File: src/rtl/tbus_arbiter.sv
// Two-requester arbiter (IF fetch, LS mem stage) for a single tbus channel to memory.
// Optional perf counters are compiled in when TBUS_ARB_PERF_EN is defined.
module tbus_arbiter #(
  parameter int unsigned ADDR_W       = 64,
  parameter int unsigned DATA_W       = 64,
  parameter int unsigned MASK_W       = 64,
  parameter int unsigned TYPE_W       = 2,
  parameter int unsigned STARVE_LIMIT = 4
) (
  input  logic              clock,
  input  logic              reset_n,
  input  logic              if_index_valid,
  output logic              if_index_ready,
  input  logic [ADDR_W-1:0] if_index,
  input  logic [TYPE_W-1:0] if_operation_type,
  output logic [DATA_W-1:0] if_read_data,
  output logic              if_operation_done,
  input  logic              ls_index_valid,
  output logic              ls_index_ready,
  input  logic [ADDR_W-1:0] ls_index,
  input  logic [DATA_W-1:0] ls_write_data,
  input  logic [MASK_W-1:0] ls_write_mask,
  input  logic [TYPE_W-1:0] ls_operation_type,
  output logic [DATA_W-1:0] ls_read_data,
  output logic              ls_operation_done,
  output logic              tbus_index_valid,
  input  logic              tbus_index_ready,
  output logic [ADDR_W-1:0] tbus_index,
  output logic [DATA_W-1:0] tbus_write_data,
  output logic [MASK_W-1:0] tbus_write_mask,
  output logic [TYPE_W-1:0] tbus_operation_type,
  input  logic [DATA_W-1:0] tbus_read_data,
  input  logic              tbus_operation_done
`ifdef TBUS_ARB_PERF_EN
  ,
  output logic [31:0]       perf_if_grants,
  output logic [31:0]       perf_ls_grants,
  output logic [31:0]       perf_busy_cycles
`endif
);

  localparam int unsigned CNT_W = $clog2(STARVE_LIMIT + 1);
  localparam logic [CNT_W-1:0] STARVE_MAX = CNT_W'(STARVE_LIMIT);

  typedef enum logic [1:0] {ST_IDLE, ST_REQ, ST_WAIT} state_e;
  typedef enum logic [1:0] {OWN_NONE, OWN_IF, OWN_LS} owner_e;

  state_e           state_q, state_d;
  owner_e           owner_q, owner_d;
  logic [CNT_W-1:0] starve_q, starve_d;
  logic             grant_if, grant_ls, fire;

  // Grant selection, request mux, done routing and next state
  always_comb begin
    state_d             = state_q;
    owner_d             = owner_q;
    starve_d            = starve_q;
    grant_if            = 1'b0;
    grant_ls            = 1'b0;
    fire                = 1'b0;
    tbus_index_valid    = 1'b0;
    tbus_index          = '0;
    tbus_write_data     = '0;
    tbus_write_mask     = '0;
    tbus_operation_type = '0;
    if_index_ready      = 1'b0;
    ls_index_ready      = 1'b0;
    if_operation_done   = 1'b0;
    ls_operation_done   = 1'b0;
    if_read_data        = '0;
    ls_read_data        = '0;

    case (state_q)
      ST_IDLE: begin
        grant_ls = ls_index_valid && !(if_index_valid && (starve_q == STARVE_MAX));
        grant_if = if_index_valid && !grant_ls;
      end
      ST_REQ: begin
        grant_if = (owner_q == OWN_IF) && if_index_valid;
        grant_ls = (owner_q == OWN_LS) && ls_index_valid;
      end
      default: ;
    endcase

    if (grant_ls) begin
      tbus_index_valid    = 1'b1;
      tbus_index          = ls_index;
      tbus_write_data     = ls_write_data;
      tbus_write_mask     = ls_write_mask;
      tbus_operation_type = ls_operation_type;
    end else if (grant_if) begin
      tbus_index_valid    = 1'b1;
      tbus_index          = if_index;
      tbus_operation_type = if_operation_type;
    end

    fire           = tbus_index_valid && tbus_index_ready;
    if_index_ready = grant_if && tbus_index_ready;
    ls_index_ready = grant_ls && tbus_index_ready;

    case (state_q)
      ST_IDLE, ST_REQ: begin
        if (grant_if || grant_ls) begin
          owner_d = grant_ls ? OWN_LS : OWN_IF;
          if (fire && tbus_operation_done) begin
            if_operation_done = grant_if;
            ls_operation_done = grant_ls;
            state_d           = ST_IDLE;
            owner_d           = OWN_NONE;
          end else if (fire) begin
            state_d = ST_WAIT;
          end else begin
            state_d = ST_REQ;
          end
        end else begin
          state_d = ST_IDLE;
          owner_d = OWN_NONE;
        end
      end
      ST_WAIT: begin
        if (tbus_operation_done) begin
          if_operation_done = (owner_q == OWN_IF);
          ls_operation_done = (owner_q == OWN_LS);
          state_d           = ST_IDLE;
          owner_d           = OWN_NONE;
        end
      end
      default: begin
        state_d = ST_IDLE;
        owner_d = OWN_NONE;
      end
    endcase

    if (if_operation_done) if_read_data = tbus_read_data;
    if (ls_operation_done) ls_read_data = tbus_read_data;

    // LS overtaking a waiting IF counts toward forcing an IF grant
    if (fire && grant_ls) begin
      if (!if_index_valid)              starve_d = '0;
      else if (starve_q != STARVE_MAX)  starve_d = CNT_W'(starve_q + 1'b1);
    end else if (fire && grant_if) begin
      starve_d = '0;
    end
  end

  always_ff @(posedge clock or negedge reset_n) begin
    if (!reset_n) begin
      state_q  <= ST_IDLE;
      owner_q  <= OWN_NONE;
      starve_q <= '0;
    end else begin
      state_q  <= state_d;
      owner_q  <= owner_d;
      starve_q <= starve_d;
    end
  end

`ifdef TBUS_ARB_PERF_EN
  always_ff @(posedge clock or negedge reset_n) begin
    if (!reset_n) begin
      perf_if_grants   <= '0;
      perf_ls_grants   <= '0;
      perf_busy_cycles <= '0;
    end else begin
      if (fire && grant_if)    perf_if_grants   <= perf_if_grants + 32'd1;
      if (fire && grant_ls)    perf_ls_grants   <= perf_ls_grants + 32'd1;
      if (state_q != ST_IDLE)  perf_busy_cycles <= perf_busy_cycles + 32'd1;
    end
  end
`endif

endmodule

File: config.mk
export PLATFORM = sky130hd
export DESIGN_NAME = tbus_arbiter
export DESIGN_NICKNAME = d
export VERILOG_FILES = /design/src/rtl/tbus_arbiter.sv
export SDC_FILE = /design/constraint.sdc
export NUM_CORES = 1
export LEC_CHECK = 0
export CAP_MARGIN = 20
export CORE_AREA = 2 2 256 258
export DETAILED_ROUTE_END_ITERATION = 6
export DIE_AREA = 0 0 258 260
export PLACE_DENSITY_LB_ADDON = 0.2
export REMOVE_ABC_BUFFERS = 1
export SYNTH_ARGS = -nofsm -noshare
export SYNTH_HDL_FRONTEND = slang
export SYNTH_SLANG_ARGS = --single-unit
File: constraint.sdc
create_clock -name clock -period 2.69 [get_ports clock]
set_input_delay 0.807 -clock clock [delete_from_list [all_inputs] [get_ports clock]]
set_output_delay 0.807 -clock clock [all_outputs]
set_load 0.005 [all_outputs]
==> impl_metrics.json <==
{
  "status": "complete, but fails checks",
  "violations": "setup timing",
  "worstHoldPathType": "reg2reg",
  "clockRootBuffer": "clkbuf_16",
  "initial_core_util": 0.0458,
  "yosysTopAreaCell": "and2_1",
  "antenna_found_initial": 14,
  "core_um2": 64100,
  "setup_violations": 325,
  "yosys.cell_count.top_type": "and2_1",
  "synth_top_family_by_area": "simple AND/OR/NAND/NOR gates",
  "ys_warn_count": 0,
  "fin_crit_ns": 3.24,
  "numClockSinks": 7,
  "async_flop_share": 1.00,
  "hpwlAfterDp_mm": 32.5,
  "start_kind": "input pin",
  "worstSkewPairLatency_ns": 0.23,
  "clkTransAtPathRegs_ns": 0.04,
  "hold_viol_final": 0,
  "fin_crit_sh": 1.20,
  "synth_commonest_cells": "and2_1, a22o_1, buf_2",
  "fmax_ghz": 0.309,
  "overflow": 0,
  "synthSimpleGateAreaFrac": 0.598,
  "fin_util": 0.217,
  "ant_nets": 0,
  "synth_xor_xnor_area_share": 0,
  "rsz0062_at_grt": "true",
  "slew_headroom": 0.739,
  "port-buffer-count": 656,
  "cp_top_family": "buffers and inverters",
  "num_rows": 93,
  "die_width_um": 258,
  "grt_pass1_wl_mm": 56.7,
  "p_leak_nw": 6.29,
  "routedWlPerCell_um": 20.9,
  "worstSetupPathType": "in2out",
  "vias_per_cell": 3.16,
  "pre_cts_slack_ns": -1.44,
  "syn_inst": 424,
  "drtPass1Iterations": 4,
  "cp_num_cells": 11,
  "setup_ws_ns": -0.547,
  "drc": 0,
  "required_ns": 1.88,
  "cap_viol_max_count": 0,
  "drive_above_1_share": 0.631,
  "synth_compound_gate_area_share": 0.250,
  "grt_pass1_vias": 6946,
  "critPathCaptureType": "primary output",
  "grt_use_total": 0.121,
  "finalMaxSlewViolations": 0,
  "synth_top_flop_cell": "dfrtp_1",
  "cpMostUsedCell": "buf_12",
  "path_cells": "buf_12, or3b_4, o32ai_4, buf_12, buf_12, buf_16, buf_12, buf_12, buf_16, and2_4, buf_6",
  "vias": 6631,
  "area_delta_synth_final_pct": 374,
  "syn_area_um2": 2940,
  "cpMaxStageDelayCell": "or3b_4",
  "vdd_drop_max_mv": 0.245,
  "cts_buffers": 3,
  "cts_tree": "done",
  "synth_edf_count": 0,
  "seq_area_frac_synth": 0.0596,
  "avgSynthCellArea_um2": 6.93,
  "drt_wl_total_mm": 43.8,
  "arrival_ns": 2.43,
  "tightest_slew_ns": 0.390,
  "instances_no_fill": 2101,
  "first_iter_violations": 143,
  "gp_congestion": 0.948,
  "postCtsHoldBufs": 0,
  "nets": 1574,
  "synth.distinct_cells": 34,
  "muxShareOfSynthArea": 0.00341,
  "cpPeakStageDelay_ns": 0.38,
  "powerDensity_nw_per_um2": 288,
  "clock_path_buffers": 2,
  "dieArea_um2": 67100,
  "synthAdderAreaFrac": 0.00851,
  "ys_ff_latch": 7,
  "crit_fanout": 6,
  "io-pin-count": 657,
  "crit_buf_inv": 8,
  "die_h_um": 260,
  "placed_cells": 1957,
  "fin_setup_tns_ns": -122.13,
  "final.setup_skew_ns": 0.00255,
  "htreeDepth": 1,
  "synth.area.top_cells": "and2_1, a22o_1, dfrtp_1",
  "synth_top_area_frac": 0.545,
  "reg2regPathDepth": 12,
  "min_path_cells": 2,
  "grt_max_degree": 26
}
final cells by class:
type                            instances  area (µm²)
Antenna cell                            5        12.5
Clock buffer                            4        78.8
Inverter                                5        18.8
Fill cell                            7017       50200
Tap cell                              855        1070
Timing Repair Buffer                  856        9320
Sequential cell                         7         175
Multi-Input combinational cell        369        3270
layout by cell type (no fill, tap or decap), types with 2 or more instances in the layout:
| master | n |
|---|---|
| clkdlybuf4s50_1 | 325 |
| nor2_1 | 4 |
| dfrtp_1 | 7 |
| diode_2 | 5 |
| a22o_4 | 6 |
| inv_1 | 4 |
| buf_16 | 17 |
| and2_1 | 28 |
| buf_8 | 19 |
| nand3b_1 | 3 |
| buf_2 | 85 |
| buf_4 | 50 |
| buf_6 | 305 |
| a221oi_4 | 2 |
| nor2b_1 | 2 |
| nand3_1 | 3 |
| a22o_1 | 61 |
| a21oi_1 | 6 |
| buf_12 | 46 |
| clkdlybuf4s15_2 | 2 |
| and2_4 | 228 |
| nand2b_1 | 4 |
| clkbuf_16 | 6 |
sequential cells by signal, indices dropped and copies added, names as in the netlist:
| register | count |
|---|---|
| starve_q | 3 |
| state_q | 2 |
| owner_q | 2 |
per-stage QoR:
step | power, mW | area, µm² | hold slack (ns)
after global routing | 4.24 | 13900 | 0.650
after global placement | 2.61 | 11100 | 0.583
after floorplan | 0.747 | 2720 | 0.491
after detailed placement | 2.59 | 11100 | 0.594
after CTS | 3.78 | 12800 | 0.607
final | 4.02 | 13900 | 0.602
final timing paths:
path	from	to	slack [ns]
setup reg to reg	starve_q[1]$_DFFE_PN0P_	state_q[0]$_DFFE_PN0P_	0.57
hold reg to reg	starve_q[1]$_DFFE_PN0P_	starve_q[1]$_DFFE_PN0P_	0.60
setup / recovery	ls_index_valid	tbus_write_data[33]	-0.55
min in group asynchronous	reset_n	starve_q[0]$_DFFE_PN0P_	0.87
max in group asynchronous	reset_n	state_q[1]$_DFFE_PN0P_	1.55
hold / removal	starve_q[1]$_DFFE_PN0P_	starve_q[1]$_DFFE_PN0P_	0.60
routing by layer:
metal	share of wire	vias up	global-route usage
li1	-	3069	-
met1	0.36	3143	0.126
met2	0.53	359	0.229
met3	0.099	42	0.0498
met4	0.015	18	0.0194
met5	0.0029	-	0
kinds of logic after synthesis:
group | after synthesis
muxes | 1
and+or+nand+nor | 281
adders and majority gates | 2
DFF | 7
buffers and inverters | 48
AOI/OAI and AO/OA | 85
power breakdown:
| group | leakage (nW) | switching (mW) | internal (mW) |
|---|---|---|---|
| clock network | 0.0382 | 0.0621 | 0.198 |
| logic | 6.16 | 1.24 | 2.38 |
| registers | 0.0930 | 0.0140 | 0.121 |
tightest hold or removal path: cells and delay by family (launching register included):
family / cells / cell delay, ns
DFF: 1 / 0.33
AOI/OAI and AO/OA: 1 / 0.12
buffers and inverters: 1 / 0.11
repair_timing:
item	4_1_cts	5_1_grt
endpoints found under the hold margin	0	0
gates resized for setup	1666	296
setup buffers	103	31
pin swaps	159	86
endpoints found under the setup margin	327	327
cloned	27	3
No activity file was read; power rests on OpenSTA's default activity.
